### src/rtl/sevseg_scan_ctrl.sv
// Basys3 4-digit common-anode 7-segment scan controller with a double-buffered value,
// frame-aligned shadow update, dead-time blanking and leading-zero suppression.
module hex2sevseg (
    input  logic [3:0] hex_i,
    output logic [6:0] seg_o
);
    // {CA,CB,CC,CD,CE,CF,CG}, active-low
    always_comb begin
        seg_o = 7'b1111111;
        unique case (hex_i)
            4'h0: seg_o = 7'b0000001;
            4'h1: seg_o = 7'b1001111;
            4'h2: seg_o = 7'b0010010;
            4'h3: seg_o = 7'b0000110;
            4'h4: seg_o = 7'b1001100;
            4'h5: seg_o = 7'b0100100;
            4'h6: seg_o = 7'b0100000;
            4'h7: seg_o = 7'b0001111;
            4'h8: seg_o = 7'b0000000;
            4'h9: seg_o = 7'b0000100;
            4'hA: seg_o = 7'b0001000;
            4'hB: seg_o = 7'b1100000;
            4'hC: seg_o = 7'b0110001;
            4'hD: seg_o = 7'b1000010;
            4'hE: seg_o = 7'b0110000;
            4'hF: seg_o = 7'b0111000;
        endcase
    end
endmodule

module sevseg_scan_ctrl #(
    parameter int unsigned TICK_DIV  = 25000,
    parameter int unsigned BLANK_CYC = 100
) (
    input  logic        clk,
    input  logic        rst_n,
    input  logic        en_i,
    input  logic        load_i,
    input  logic [15:0] value_i,
    input  logic [3:0]  dp_i,
    input  logic        lz_en_i,
    output logic [3:0]  an,
    output logic [6:0]  seg,
    output logic        dp,
    output logic        busy_o,
    output logic        frame_done_o
);
    localparam int unsigned CW = $clog2(TICK_DIV);
    localparam logic [CW-1:0] CNT_MAX = CW'(TICK_DIV - 1);
    localparam logic [CW-1:0] BLANK_END = CW'(BLANK_CYC);

    logic [CW-1:0] cnt_q, cnt_d;
    logic [1:0]    idx_q, idx_d;
    logic [15:0]   pend_val_q, pend_val_d;
    logic [3:0]    pend_dp_q, pend_dp_d;
    logic          pend_v_q, pend_v_d;
    logic [15:0]   shd_val_q, shd_val_d;
    logic [3:0]    shd_dp_q, shd_dp_d;
    logic [3:0]    an_q, an_d;
    logic [6:0]    seg_q, seg_d;
    logic          dp_q, dp_d;
    logic          fd_q, fd_d;

    logic          boundary;
    logic [3:0]    nibble;
    logic [6:0]    dec_seg;
    logic [15:0]   upper;
    logic          suppress;

    hex2sevseg u_dec (
        .hex_i (nibble),
        .seg_o (dec_seg)
    );

    always_comb begin
        boundary = (cnt_q == CNT_MAX) && (idx_q == 2'd3);
        nibble   = shd_val_q[{idx_q, 2'b00} +: 4];
        upper    = shd_val_q >> {idx_q, 2'b00};
        suppress = lz_en_i && (idx_q != 2'd0) && (upper == 16'h0000);

        cnt_d = cnt_q + 1'b1;
        idx_d = idx_q;
        if (cnt_q == CNT_MAX) begin
            cnt_d = '0;
            idx_d = idx_q + 2'd1;
        end

        pend_val_d = pend_val_q;
        pend_dp_d  = pend_dp_q;
        pend_v_d   = pend_v_q;
        shd_val_d  = shd_val_q;
        shd_dp_d   = shd_dp_q;
        // A load landing on the boundary bypasses the pending stage entirely.
        if (boundary && load_i) begin
            shd_val_d = value_i;
            shd_dp_d  = dp_i;
            pend_v_d  = 1'b0;
        end else if (boundary && pend_v_q) begin
            shd_val_d = pend_val_q;
            shd_dp_d  = pend_dp_q;
            pend_v_d  = 1'b0;
        end else if (load_i) begin
            pend_val_d = value_i;
            pend_dp_d  = dp_i;
            pend_v_d   = 1'b1;
        end

        an_d = '1;
        if (en_i && (cnt_q >= BLANK_END) && !suppress)
            an_d = ~(4'b0001 << idx_q);
        seg_d = dec_seg;
        dp_d  = ~shd_dp_q[idx_q];
        fd_d  = boundary;
    end

    always_ff @(posedge clk or negedge rst_n) begin
        if (!rst_n) begin
            cnt_q      <= '0;
            idx_q      <= '0;
            pend_val_q <= '0;
            pend_dp_q  <= '0;
            pend_v_q   <= 1'b0;
            shd_val_q  <= '0;
            shd_dp_q   <= '0;
            an_q       <= '1;
            seg_q      <= '1;
            dp_q       <= 1'b1;
            fd_q       <= 1'b0;
        end else begin
            cnt_q      <= cnt_d;
            idx_q      <= idx_d;
            pend_val_q <= pend_val_d;
            pend_dp_q  <= pend_dp_d;
            pend_v_q   <= pend_v_d;
            shd_val_q  <= shd_val_d;
            shd_dp_q   <= shd_dp_d;
            an_q       <= an_d;
            seg_q      <= seg_d;
            dp_q       <= dp_d;
            fd_q       <= fd_d;
        end
    end

    assign an           = an_q;
    assign seg          = seg_q;
    assign dp           = dp_q;
    assign busy_o       = pend_v_q;
    assign frame_done_o = fd_q;
endmodule

### config.mk
export PLATFORM = sky130hd
export DESIGN_NAME = sevseg_scan_ctrl
export DESIGN_NICKNAME = d
export VERILOG_FILES = /design/src/rtl/sevseg_scan_ctrl.sv
export SDC_FILE = /design/constraint.sdc
export NUM_CORES = 1
export LEC_CHECK = 0
export BUFFER_PORTS_ARGS = -buffer_cell sky130_fd_sc_hd__buf_2
export CAP_MARGIN = 20
export CORE_ASPECT_RATIO = 0.7
export CORE_MARGIN = 4
export CORE_UTILIZATION = 23
export CTS_BUF_LIST = sky130_fd_sc_hd__clkbuf_4
export CTS_CLUSTER_DIAMETER = 50
export DETAILED_ROUTE_END_ITERATION = 8
export SLEW_MARGIN = 20
export SYNTH_ARGS = -nofsm -noshare
export SYNTH_HDL_FRONTEND = slang
export SYNTH_SLANG_ARGS = --single-unit
### constraint.sdc
create_clock -name clk -period 5.1 [get_ports clk]
set_input_delay 0.255 -clock clk [delete_from_list [all_inputs] [get_ports clk]]
set_output_delay 0.255 -clock clk [all_outputs]
set_load 0.02 [all_outputs]
# Yosys cells after proc, flatten, opt, wreduce, memory -nomap -nowiden
# Memory sizes are Yosys's and may differ from the RTL's. A register that Yosys moved wholly into a read port is not among the register bits.
# Index checks and enable logic that the tools add are counted.
# word_totals
ff_bits	64
mem_bits_ro	112
in_bits	25
out_inout_bits	14
elab_cells	49
mem_count	1
# classes
add_sub_neg	2
n_lt_le_gt_ge	2
eq_ne	2
shifts	3
mux	11
bitwise	4
reduce_logical	14
# mem_list
memory	words	width	read_ports	rd_ports_with_merged_regs	wr	line	rtl
(no name shown)	16	7	1	1	0	10	unique case (hex_i)
# op_table
cell	n
$mux 16	2
$logic_not 16->1	1
$shiftx 16x5->4	1
$shr 16x4->16	1
$add 15x1->15 const B	1
$eq 15x15->1 const B	1
$ge 15x7->1 const B	1
$mux 15	1
$mux 4	3
$logic_and 1x1->1	7
$mux 1	4
$not 4->4	1
$reduce_bool 2->1	2
$shl 1x2->4 const A	1
$lt 2x3->1 const B	1
$not 1->1	3
$reduce_and 3->1	1
$reduce_bool 3->1	1
$add 2x1->2 const B	1
$bmux 1 s2	1
$eq 2x2->1 const B	1
$logic_not 1->1	2

# Longest topological paths before layout
# Gate-level depths: netlist of the first run.
# depth
depth_word	6
ltp_mapped	9
depth_no_buf	7

# Cells and area by module
# From an unflattened synthesis of the first run, not the netlist that was laid out.
# unflattened
cells_unflattened	318
area_unflattened_um2	3589.7
# by_module_without_submodules
mod	instances	cells_each	area_per_inst_um2	seq_area_each_um2
sevseg_scan_ctrl	1	283	3342.0	1791.7
hex2sevseg	1	35	247.7	0.0

# Worst setup path before layout of the first run
# Ideal clock, no wire load.
# synth_path
kind	register to register
start	register idx_q[0]
end	register seg_q[5] (netlist: seg[5])
setup_ns	0.080
arrival_time_ns	1.993
required_time_ns	5.020
setup_slack_ns	3.028
path_stages_with_launch	8
cell_sequence	dfrtp_1 -> buf_1 -> mux4_2 -> inv_1 -> ha_1 -> nand2_1 -> o21ai_0 -> a32o_1
# synth_between
elab_chain_len	1
# synth_rtl
element	line	rtl
start, declared	53	logic [1:0] idx_q, idx_d;
start signal, assigned	131	idx_q <= idx_d;
$shiftx 16x5->4	77	nibble = shd_val_q[{idx_q, 2'b00} +: 4];
end, declared	60	logic [6:0] seg_q, seg_d;
# No other way between the ends.
# A chain may end at the register's enable or synchronous reset.

# Final worst setup path of the first run
# layout_path
start	register cnt_q[11]
end	register pend_val_q[1]
# layout_between
elab_chain_len	5
word_cells_on_any_way	7
# layout_rtl
element	line	rtl
start, declared	52	logic [CW-1:0] cnt_q, cnt_d;
start signal, assigned	130	cnt_q <= cnt_d;
$eq 15x15->1 *	76	boundary = (cnt_q == CNT_MAX) && (idx_q == 2'd3);
$logic_and 1x1->1 *	76	
$logic_and 1x1->1 (on tied branches)	98, 94	
$not 1->1 (no source line)	-	
$reduce_and 3->1 (no source line) *	-	
end signal, assigned	132	pend_val_q <= pend_val_d;
end, declared	54	logic [15:0] pend_val_q, pend_val_d;
# Mark *: on every way between the ends. The rest lies on a longest branch, timed or not.

==> results of run 1 <==
cells in the final DEF, fill, tap and decap left out, types with 4 or more instances in the layout:
master	synthesis	layout
a21oi_1	7	7
nand3_1	7	7
xor2_1	7	7
ha_1	11	11
nor2_1	14	14
dfstp_2	12	12
inv_1	6	6
buf_4	1	4
nand2_1	34	34
clkbuf_4	0	12
a32oi_1	21	21
o21ai_0	5	5
dfrtp_1	59	59
nor2b_1	4	4
mux2_2	24	24
a22oi_1	19	19
xnor2_1	6	6
buf_2	1	38
area by class of cell:
cell class / count / area [sq um]
clock buffers: 12 / 90.1
clock inverters: 4 / 70.1
fillers: 1558 / 10800
inverters: 8 / 35.0
multi-input cells: 205 / 1560
flip-flops and latches: 71 / 1790
well taps: 195 / 244
repair buffers: 43 / 230
cell usage after synthesis, types with 2 or more instances:
| cell type | number | area (sq um) |
|---|---|---|
| and3_1 | 2 | 12.5 |
| o32ai_1 | 2 | 17.5 |
| dfstp_2 | 12 | 315 |
| a22oi_1 | 19 | 143 |
| mux4_2 | 3 | 67.6 |
| nor3_1 | 3 | 15.0 |
| a21oi_1 | 7 | 35.0 |
| a31oi_1 | 2 | 12.5 |
| ha_1 | 11 | 138 |
| a32oi_1 | 21 | 184 |
| xor2_1 | 7 | 61.3 |
| o22ai_1 | 3 | 18.8 |
| nor4_1 | 2 | 12.5 |
| or3_1 | 2 | 12.5 |
| inv_1 | 6 | 22.5 |
| a32o_1 | 2 | 20.0 |
| xnor2_1 | 6 | 52.6 |
| nor2b_1 | 4 | 25.0 |
| nand3b_1 | 3 | 22.5 |
| o21ai_0 | 5 | 25.0 |
| clkbuf_1 | 7 | 26.3 |
| mux2_2 | 24 | 270 |
| nand2_1 | 34 | 128 |
| nand3_1 | 7 | 35.0 |
| mux2i_1 | 3 | 30.0 |
| nor2_1 | 14 | 52.6 |
| buf_6 | 7 | 78.8 |
| dfrtp_1 | 59 | 1480 |
| a21boi_0 | 2 | 15.0 |
power by group through the flow:
stage	clock network, uW	registers, uW	logic (uW)
2_1_floorplan	0	595	23.0
3_3_place_gp	0	597	48.6
3_5_place_dp	0	598	50.7
4_1_cts	425	587	50.9
5_1_grt	452	589	56.8
6_report	410	588	49.7
metrics by stage:
step | std cells | setup slack (ns) | total power, uW
6_report | 538 | 2.04 | 1050
5_1_grt | 538 | 1.92 | 1100
3_5_place_dp | 521 | 2.03 | 649
3_3_place_gp | 521 | 2.14 | 646
2_1_floorplan | 301 | 3.03 | 618
4_1_cts | 537 | 2.03 | 1060
registers in the layout (all words and copies together) (netlist names):
register      flops
pend_val_q       16
shd_val_q        16
cnt_q            15
seg               7
an                4
pend_dp_q         4
shd_dp_q          4
idx_q             2
busy_o            1
dp                1
frame_done_o      1
logic make-up after synthesis:
logic type / count (synthesis) / share of synthesized area [%]
multiplexers: 30 / 10.5
AO/OA/AOI/OAI: 68 / 14.6
flip-flops: 71 / 51.0
XOR/XNOR: 13 / 3.24
buffers and inverters: 25 / 4.45
adder cells (fa/ha/maj): 11 / 3.92
AND/OR/NAND/NOR: 83 / 12.3
worst paths after layout:
kind,startpoint,endpoint,slack (ns),cells past startpoint
max,cnt_q[11]$_DFF_PN0_,pend_val_q[1]$_DFFE_PN0P_,2.04,5
min,rst_n,cnt_q[8]$_DFF_PN0_,0.02,2
max reg2reg,cnt_q[11]$_DFF_PN0_,pend_val_q[1]$_DFFE_PN0P_,2.04,5
min reg2reg,cnt_q[12]$_DFF_PN0_,cnt_q[12]$_DFF_PN0_,0.51,1
max in group asynchronous,rst_n,idx_q[0]$_DFFE_PN0N_,4.49,2
min in group clk,value_i[6],shd_val_q[6]$_DFFE_PN0N_,0.06,3
per-layer routing:
metal  vias up  part of all wire (%)  wire length, microns
met5         -                     0                     0
met3         4                   5.1                   420
met2        62                    45                  3710
met1      1260                    50                  4140
met4         0                  0.55                    46
li1       1194                     -                     -
timing repair:
item | 4_1_cts | 5_1_grt
hold buffers | 0 | 1
endpoints found under the hold margin | 0 | 1
setup endpoints to repair | 0 | 0
==> impl_table.tex, run 1 <==
\begin{tabular}{lr}
\hline
Metric & Value \\
\hline
\multicolumn{2}{l}{\textbf{Outcome}} \\
Run status & complete, no violations \\
\multicolumn{2}{l}{\textbf{Placed design}} \\
Half-perimeter wire length of the detailed placement result & 5.77 mm \\
Routability congestion estimate & 0.799 \\
Number of port buffers & 38 \\
Post-place instance area & 0.00385 sq mm \\
\multicolumn{2}{l}{\textbf{Timing}} \\
Minimum clock period & 3.06 ns \\
Total Negative Setup Slacks & 0 ns \\
Final setup violation count & 0 \\
Peak clock frequency supported by timing & 326 MHz \\
Final hold slack & 0.0228 ns \\
Slew margin rel. & 40.6\% \\
Pin slew with the least headroom to its limit & 0.892 ns \\
Clock skew after layout & 0.0145 ns \\
Part of the cycle the worst path needs & 60.1\% \\
RSZ-0062 raised after global routing & no \\
Final number of max-transition violations & 0 \\
Count of final hold-check violations & 0 \\
\multicolumn{2}{l}{\textbf{Drt}} \\
DRT Wirelength & 8.31 mm \\
Detail-routed net length per standard cell & 15.5 microns \\
Number of iterations in the first detailed-routing pass & 4 \\
Number of violations reported at the end of detailed-routing iteration 0 & 132 \\
Count of unresolved DRC violations after routing & 0 \\
Via count & 2520 \\
Via-per-instance ratio & 4.68 \\
Antenna-violating nets left & 0 \\
\multicolumn{2}{l}{\textbf{Power}} \\
Leakage & 0.00178 uW \\
Power share of the combinational group & 4.7\% \\
Cell Int Power & 816 uW \\
Clock share of power & 39.2\% \\
Switching share of power & 22.1\% \\
Switching power summed over all nets & 232 uW \\
Pwr Density & 260 mW/mm\^{}2 \\
Peak supply drop & 88.1 uV \\
Relative contribution of sequential cells to total power & 56.1\% \\
\multicolumn{2}{l}{\textbf{Critical path}} \\
CP max-delay cell & nand2\_1 \\
Longest individual stage delay on the worst path & 0.79 ns \\
CP Cell Sequence & or4\_4 > nor4\_4 > nand2\_2 > nand2\_1 > mux2\_2 \\
Arrival time at the worst endpoint & 3.37 ns \\
Kind of start point of the critical path & flip-flop \\
Max Fanout on Critical Path & 20 \\
Critical path class & reg2reg \\
Critical path endpoint category & flip-flop \\
Worst endpoint required time & 5.41 ns \\
Buffers plus inverters on the worst setup path & 0 \\
Dominant delay contributor by cell family on the critical path & simple AND/OR/NAND/NOR gates \\
\multicolumn{2}{l}{\textbf{Floorplan}} \\
Starting density of the core & 23.7\% \\
Row count & 37 \\
Vert. Die Dim & 111 microns \\
Full die area & 0.0173 sq mm \\
Placeable core area & 0.0148 sq mm \\
Die Wd & 156 microns \\
Number of top-level pins & 39 \\
\multicolumn{2}{l}{\textbf{Clocking}} \\
CTS root buffer & clkbuf\_4 \\
Insertion delay to the later sink of the worst-skew pair & 0.42 ns \\
Bufs on Longest Clock Path & 2 \\
Post-CTS Repair Setup Buffers & 0 \\
TritonCTS sink count & 71 \\
Resize count post-CTS & 0 \\
TritonCTS clock tree & yes \\
TritonCTS Buffers & 9 \\
Maximum level of the CTS H-tree & 3 \\
Clock transition at the register clock pins on the worst setup and hold paths after CTS & 0.11 ns \\
\multicolumn{2}{l}{\textbf{Synth}} \\
Per-instance average area after synthesis & 11.7 sq um \\
Cells after Synth & 301 \\
Ys flop type & dfrtp\_1 \\
Async S/R FF share, synth & 100\% \\
Flop and latch count out of synthesis & 71 \\
Net count after synthesis & 337 \\
Cell area after synthesis & 0.00351 sq mm \\
Synth Warn \# & 0 \\
Post-synth EDFFs & 0 \\
Yosys cell types & 51 \\
Sequential share of the synthesized area & 51.0\% \\
\multicolumn{2}{l}{\textbf{Global routing}} \\
Number of antenna violations at the first check in global routing & 0 \\
Met1 Resource Use GR & 14.7\% \\
Met2 usage & 14.6\% \\
Vias in the first global route & 2580 \\
Global-route wire length before repair & 14.0 mm \\
Overflow left after global routing & 0 \\
Most used routing layer in global routing & met1 \\
GR met3 Demand/Resource & 3.42\% \\
Maximum number of pins on one net before global-route repair & 72 \\
Total global routing track utilization & 10.1\% \\
\multicolumn{2}{l}{\textbf{Job}} \\
Max-cap violation count & 0 \\
\multicolumn{2}{l}{\textbf{Finish}} \\
Antenna diodes & 0 \\
Utilization after layout & 27.2\% \\
Nets@finish & 374 \\
Finished layout cell area & 0.00403 sq mm \\
Area growth, synth to finish & 14.6\% \\
Fraction of final layout cells sized beyond drive strength 1 & 29.7\% \\
\multicolumn{2}{l}{\textbf{Min path}} \\
Path category of the worst min-delay check & in2async \\
\hline
\end{tabular}
Power figures use the tool's default switching activity.
==> run 2: changes to the inputs <==
==> constraint.sdc (replaced) <==
create_clock -name clk -period 3 [get_ports clk]
set_input_delay 0.15 -clock clk [delete_from_list [all_inputs] [get_ports clk]]
set_output_delay 0.15 -clock clk [all_outputs]
set_load 0.02 [all_outputs]
==> run 2 against run 1 <==
- cell area grew 6.8%
- first-iteration DRC count grew 22%
- utilization up 1.8 points
- wire length is 4.3% higher
- total power up 81%
- global-route usage grew 0.38 points
- via count is 4.4% higher
- clock skew increased by 0.0058 ns
- largest cell class unchanged
- largest power group unchanged
==> impl_table.tex, run 2 (synthesis results as in run 1) <==
\begin{tabular}{lr}
\hline
Metric & Value \\
\hline
\multicolumn{2}{l}{\textbf{Finish}} \\
Finished layout cell area & 0.00430 sq mm (+6.8\%) \\
Most frequent standard cell in the layout excluding fill and tap cells & dfrtp\_1 \\
Nets@finish & 398 (+6.4\%) \\
Post-route non-filler standard cell count & 562 (+4.5\%) \\
Antenna diodes & 0 (unchanged) \\
Fraction of final layout cells sized beyond drive strength 1 & 28.3\% (-1.4 points) \\
Fill cell instance count of the final layout & 1546 (-0.77\%) \\
Highest-count cells in the layout ignoring fill and taps & 59 x dfrtp\_1, 38 x buf\_2, 34 x nand2\_1, 24 x mux2\_2, 22 x dlygate4sd3\_1 \\
Biggest regs & pend\_val\_q x16, shd\_val\_q x16, cnt\_q x15 \\
Area growth, synth to finish & 22.4\% \\
\multicolumn{2}{l}{\textbf{Floorplan}} \\
Die Wd & 156 microns (unchanged) \\
Starting density of the core & 23.7\% (unchanged) \\
Number of top-level pins & 39 (unchanged) \\
Row count & 37 (unchanged) \\
Vert. Die Dim & 111 microns (unchanged) \\
Full die area & 0.0173 sq mm (unchanged) \\
Placeable core area & 0.0148 sq mm (unchanged) \\
\multicolumn{2}{l}{\textbf{Placed design}} \\
Placed Instances & 524 (+0.58\%) \\
Half-perimeter wire length of the detailed placement result & 6.13 mm (+6.2\%) \\
Number of port buffers & 38 (unchanged) \\
Post-place instance area & 0.00389 sq mm (+0.91\%) \\
Routability congestion estimate & 0.790 (-1.1\%) \\
\multicolumn{2}{l}{\textbf{Power}} \\
Peak supply drop & 173 uV (+96\%) \\
Cell Int Power & 1470 uW (+80\%) \\
Leakage & 0.00189 uW (+6.4\%) \\
Switching power summed over all nets & 433 uW (+87\%) \\
Clock share of power & 41.8\% (+2.6 points) \\
Switching share of power & 22.8\% (+0.65 points) \\
Power share of the combinational group & 5.7\% (+1.0 points) \\
Relative contribution of sequential cells to total power & 52.5\% (-3.6 points) \\
Pwr Density & 442 mW/mm\^{}2 (+70\%) \\
Power after layout & 1900 uW (+81\%) \\
\multicolumn{2}{l}{\textbf{Critical path}} \\
R2R cell count & 6 (+1) \\
Arrival time at the worst endpoint & 2.67 ns (-0.70 ns) \\
Critical path endpoint category & flip-flop \\
Kind of start point of the critical path & flip-flop \\
Worst endpoint required time & 3.32 ns (-2.09 ns) \\
Max Fanout on Critical Path & 20 (unchanged) \\
Critical path class & reg2reg \\
\multicolumn{2}{l}{\textbf{Min path}} \\
Path category of the worst min-delay check & in2reg \\
Depth of the worst hold-timing path & 3 \\
\multicolumn{2}{l}{\textbf{Clocking}} \\
TritonCTS clock tree & yes \\
CTS root buffer & clkbuf\_4 \\
Bufs on Longest Clock Path & 2 (unchanged) \\
Clock transition at the register clock pins on the worst setup and hold paths after CTS & 0.13 ns (+0.02 ns) \\
Maximum level of the CTS H-tree & 3 (unchanged) \\
Post-CTS Repair Setup Buffers & 0 (unchanged) \\
TritonCTS sink count & 71 (unchanged) \\
TritonCTS Buffers & 9 (unchanged) \\
Insertion delay to the later sink of the worst-skew pair & 0.43 ns (about the same) \\
Resize count post-CTS & 0 (unchanged) \\
\multicolumn{2}{l}{\textbf{Outcome}} \\
Run status & complete, no violations \\
\multicolumn{2}{l}{\textbf{Drt}} \\
Via count & 2632 (+4.4\%) \\
Detail-routed net length per standard cell & 15.4 microns (-0.12\%) \\
Count of unresolved DRC violations after routing & 0 (unchanged) \\
Number of violations reported at the end of detailed-routing iteration 0 & 161 (+22\%) \\
Antenna-violating nets left & 0 (unchanged) \\
Number of iterations in the first detailed-routing pass & 5 (+1) \\
Via-per-instance ratio & 4.68 (about the same) \\
DRT Wirelength & 8.67 mm (+4.3\%) \\
\multicolumn{2}{l}{\textbf{Timing}} \\
Peak clock frequency supported by timing & 426 MHz (+30\%) \\
Part of the cycle the worst path needs & 78.3\% (+18 points) \\
Total Negative Setup Slacks & 0 ns (unchanged) \\
Count of final hold-check violations & 0 (unchanged) \\
Final setup violation count & 0 (unchanged) \\
Clock skew after layout & 0.0203 ns (+0.00581 ns) \\
Slew margin rel. & 44.3\% (+3.8 points) \\
Pin slew with the least headroom to its limit & 0.812 ns (-0.0799 ns) \\
Final number of max-transition violations & 0 (unchanged) \\
Minimum clock period & 2.35 ns (-0.716 ns) \\
RSZ-0062 raised after global routing & no \\
\multicolumn{2}{l}{\textbf{Job}} \\
Max-cap violation count & 0 (unchanged) \\
\multicolumn{2}{l}{\textbf{Global routing}} \\
Number of antenna violations at the first check in global routing & 0 (unchanged) \\
Maximum number of pins on one net before global-route repair & 37 (-49\%) \\
Total global routing track utilization & 10.5\% (+0.38 points) \\
Overflow left after global routing & 0 (unchanged) \\
Global-route wire length before repair & 14.5 mm (+3.6\%) \\
Vias in the first global route & 2738 (+6.1\%) \\
\hline
\end{tabular}
==> run 2: area by class of cell <==
type,instances,area (sq um),area share [%]
Inverter,8,35.0,0.815
Timing Repair Buffer,67,475,11.1
Clock inverter,7,120,2.79
Tap cell,195,244,5.68
Sequential cell,71,1790,41.7
Multi-Input combinational cell,205,1560,36.4
Clock buffer,9,67.6,1.57
==> run 2: layer usage <==
metal / vias to the layer above / GRT usage [%] / part of all wire (%)
met1: 1312 / 15.2 / 49
met3: 5 / 3.07 / 5.6
met4: 0 / 2.86 / 0.51
li1: 1243 / - / -
met5: - / 0 / 0
met2: 72 / 15.3 / 45
==> run 2: path summary, 6_finish.rpt <==
path / from / end / slack, ns
hold reg to reg: cnt_q[10]$_DFF_PN0_ / cnt_q[10]$_DFF_PN0_ / 0.51
setup / recovery: cnt_q[11]$_DFF_PN0_ / pend_val_q[11]$_DFFE_PN0P_ / 0.65
max in group asynchronous: rst_n / seg[3]$_DFF_PN1_ / 1.88
hold / removal: load_i / shd_val_q[15]$_DFFE_PN0N_ / 0.02
min in group asynchronous: rst_n / cnt_q[10]$_DFF_PN0_ / 0.36
setup reg to reg: cnt_q[11]$_DFF_PN0_ / pend_val_q[11]$_DFFE_PN0P_ / 0.65
==> run 2: what timing repair did <==
action / 4_1_cts / 5_1_grt
setup endpoints to repair: 0 / 0
hold buffers: 22 / 0
hold endpoints to repair: 75 / 0
==> run 2: stage by stage <==
| stage | worst slack [ns] | utilization (%) | hold slack [ns] |
|---|---|---|---|
| 3_5_place_dp | 0.673 | 26.3 | 0.314 |
| 6_report | 0.652 | 29.0 | 0.0206 |
| 5_1_grt | 0.358 | 29.0 | 0.0238 |
| 4_1_cts | 0.645 | 29.0 | 0.00306 |
| 3_3_place_gp | 0.734 | 26.3 | 0.295 |
| 2_1_floorplan | 0.928 | - | -0.146 |
==> run 2: critical path, cell delays in order (launching register included) <==
cell	delay [ns]
dfrtp_1	0.44
or4_4	0.58
nor4_4	0.38
nand2_2	0.09
nand2_1	0.07
buf_4	0.28
mux2_2	0.38
==> run 2: power groups by stage <==
stage	registers [uW]	logic [uW]	clock network, uW
floorplan	1010	39.1	0
global placement	1010	86.0	0
detailed placement	1020	89.5	0
CTS	998	112	814
global route	1000	123	864
finish	998	109	793
==> run 3: changes to the inputs <==
==> constraint.sdc (replaced) <==
create_clock -name clk -period 2 [get_ports clk]
set_input_delay 0.1 -clock clk [delete_from_list [all_inputs] [get_ports clk]]
set_output_delay 0.1 -clock clk [all_outputs]
set_load 0.02 [all_outputs]
==> run 3 against run 2 <==
- highest routed layer unchanged
- sequential power up 50%
- global-route usage up 0.33 points
- clock power up 17%
- clock skew down 0.0022 ns
- total power up 38%
- critical path depth unchanged
- the flow now finishes with violations (setup timing)
- sequential share of layout area down 1.9 points
- worst setup slack worse by 0.67 ns
- first-iteration DRC count up 22%
- cell area up 5.0%
- flip-flop and latch count unchanged
- critical endpoint is now pend_dp_q[3]$_DFFE_PN0P_
==> impl_table.tex, run 3 (synthesis results as in run 1) <==
\begin{tabular}{lr}
\hline
Metric & Value \\
\hline
\multicolumn{2}{l}{\textbf{Outcome}} \\
Run status & complete, but fails checks \\
Failing checks & setup timing \\
\multicolumn{2}{l}{\textbf{Placed design}} \\
Post-place instance area & 0.00405 sq mm (+4.0\%) \\
Routability congestion estimate & 0.795 (+0.67\%) \\
Half-perimeter wire length of the detailed placement result & 6.38 mm (+4.1\%) \\
DP Worst Slack & 0.00493 ns (-0.668 ns) \\
Number of port buffers & 38 (unchanged) \\
\multicolumn{2}{l}{\textbf{Timing}} \\
Pin slew with the least headroom to its limit & 0.556 ns (-0.256 ns) \\
Peak clock frequency supported by timing & 497 MHz (+17\%) \\
Slew margin rel. & 62.9\% (+19 points) \\
Final hold slack & 0.0494 ns (+0.0288 ns) \\
Minimum clock period & 2.01 ns (-0.335 ns) \\
Count of final hold-check violations & 0 (unchanged) \\
Clock skew after layout & 0.0182 ns (-0.00217 ns) \\
Part of the cycle the worst path needs & 101\% (+22 points) \\
Final number of max-transition violations & 0 (unchanged) \\
Post-route worst setup slack & -0.0131 ns (-0.665 ns) \\
Final setup violation count & 8 (+8) \\
RSZ-0062 raised after global routing & yes \\
\multicolumn{2}{l}{\textbf{Clocking}} \\
Clock transition at the register clock pins on the worst setup and hold paths after CTS & 0.10 ns (-0.03 ns) \\
CTS root buffer & clkbuf\_4 \\
TritonCTS Buffers & 9 (unchanged) \\
TritonCTS sink count & 71 (unchanged) \\
TritonCTS clock tree & yes \\
Insertion delay to the later sink of the worst-skew pair & 0.42 ns (about the same) \\
Bufs on Longest Clock Path & 2 (unchanged) \\
Maximum level of the CTS H-tree & 3 (unchanged) \\
\multicolumn{2}{l}{\textbf{Drt}} \\
Number of iterations in the first detailed-routing pass & 5 (unchanged) \\
Detail-routed net length per standard cell & 15.6 microns (+0.99\%) \\
Via-per-instance ratio & 4.75 (+1.4\%) \\
Antenna-violating nets left & 0 (unchanged) \\
Count of unresolved DRC violations after routing & 0 (unchanged) \\
Number of violations reported at the end of detailed-routing iteration 0 & 196 (+22\%) \\
DRT Wirelength & 9.12 mm (+5.1\%) \\
Via count & 2777 (+5.5\%) \\
\multicolumn{2}{l}{\textbf{Finish}} \\
Biggest regs & pend\_val\_q x16, shd\_val\_q x16, cnt\_q x15 \\
Fraction of final layout cells sized beyond drive strength 1 & 33.3\% (+5.0 points) \\
Most frequent standard cell in the layout excluding fill and tap cells & dfrtp\_1 \\
Finished layout cell area & 0.00451 sq mm (+5.0\%) \\
Highest-count cells in the layout ignoring fill and taps & 57 x dfrtp\_1, 38 x buf\_2, 33 x nand2\_1, 26 x buf\_4, 22 x dlygate4sd3\_1 \\
Area growth, synth to finish & 28.5\% \\
Antenna diodes & 0 (unchanged) \\
Utilization after layout & 30.5\% (+1.5 points) \\
Nets@finish & 421 (+5.8\%) \\
\multicolumn{2}{l}{\textbf{Critical path}} \\
Critical path endpoint category & flip-flop \\
Critical path class & reg2reg \\
Max Fanout on Critical Path & 10 (-50\%) \\
Kind of start point of the critical path & flip-flop \\
Worst endpoint required time & 2.31 ns (-1.01 ns) \\
Arrival time at the worst endpoint & 2.32 ns (-0.35 ns) \\
\multicolumn{2}{l}{\textbf{Floorplan}} \\
Vert. Die Dim & 111 microns (unchanged) \\
Full die area & 0.0173 sq mm (unchanged) \\
Number of top-level pins & 39 (unchanged) \\
Row count & 37 (unchanged) \\
Die Wd & 156 microns (unchanged) \\
Starting density of the core & 23.7\% (unchanged) \\
Placeable core area & 0.0148 sq mm (unchanged) \\
\multicolumn{2}{l}{\textbf{Power}} \\
Peak supply drop & 330 uV (+91\%) \\
Leakage & 0.00205 uW (+8.2\%) \\
Pwr Density & 581 mW/mm\^{}2 (+31\%) \\
\multicolumn{2}{l}{\textbf{Min path}} \\
Path category of the worst min-delay check & in2reg \\
\multicolumn{2}{l}{\textbf{Job}} \\
Max-cap violation count & 0 (unchanged) \\
\multicolumn{2}{l}{\textbf{Global routing}} \\
Number of antenna violations at the first check in global routing & 0 (unchanged) \\
Total global routing track utilization & 10.8\% (+0.33 points) \\
Maximum number of pins on one net before global-route repair & 28 (-24\%) \\
Global-route wire length before repair & 15.0 mm (+3.5\%) \\
Vias in the first global route & 2786 (+1.8\%) \\
Overflow left after global routing & 0 (unchanged) \\
\hline
\end{tabular}
run 3: cell types whose count changed in the layout (fill, tap and decap cells not counted), moves of 2 or more:
cell and change:
buf_4 +20, dfrtp_1 -2, inv_6 -2, mux2_2 -10
mux2_4 +10, dfrtp_2 +2, clkinv_4 -2, bufinv_16 -2
clkbuf_4 +5
run 3: what timing repair did:
action,CTS,global route
resized for setup,4,14
buffers inserted,2,1
gates cloned,1,0
hold buffers,22,0
endpoints found under the hold margin,59,0
pin swaps,0,0
endpoints found under the setup margin,20,46
run 3: path summary, 6_finish.rpt:
| kind | startpoint | end | slack (ns) | cells past startpoint |
|---|---|---|---|---|
| setup / recovery | cnt_q[11]$_DFF_PN0_ | pend_dp_q[3]$_DFFE_PN0P_ | -0.01 | 6 |
| hold / removal | load_i | shd_dp_q[3]$_DFFE_PN0N_ | 0.05 | 3 |
| setup reg to reg | cnt_q[11]$_DFF_PN0_ | pend_dp_q[3]$_DFFE_PN0P_ | -0.01 | 6 |
| hold reg to reg | cnt_q[0]$_DFF_PN0_ | cnt_q[0]$_DFF_PN0_ | 0.50 | 1 |
| max in group asynchronous | rst_n | pend_val_q[12]$_DFFE_PN0P_ | 1.05 | 3 |
| min in group asynchronous | rst_n | busy_o$_DFFE_PN0P_ | 0.21 | 2 |
run 3: metrics by stage:
step / total power [uW] / setup TNS [ns] / instances
after floorplan: 1580 / 0 / 301
after global routing: 2740 / -2.04 / 585
after detailed placement: 1660 / 0 / 543
after global placement: 1650 / 0 / 543
after CTS: 2650 / -0.0145 / 584
final: 2620 / -0.0556 / 585
run 3: cell type report:
type | instances | area [sq um]
fillers | 1531 | 10300
clock inverters | 2 | 33.8
multi-input cells | 205 | 1610
inverters | 8 | 42.5
well taps | 195 | 244
flip-flops and latches | 71 | 1790
repair buffers | 90 | 684
clock buffers | 14 | 105
run 3: power breakdown:
group,switching [uW],total (uW),internal (uW)
sequential,24.0,1500,1480
clock,481,931,450
combinational,83.4,191,107
total,588,2620,2030
run 3: worst max-delay path, cell delays in order, from the launching register on:
cell     delay [ns]
dfrtp_1        0.39
or4_4          0.57
nor4_4         0.19
nand2_2        0.13
nand2_4        0.13
buf_12         0.15
mux2_2         0.34
run 3: per-layer routing:
layer / track usage [%] / vias up / part of all wire, %
li1: - / 1286 / -
met3: 2.68 / 13 / 5.8
met2: 16.4 / 95 / 45
met4: 2.80 / 0 / 1.2
met5: 0 / - / 0
met1: 15.5 / 1383 / 48
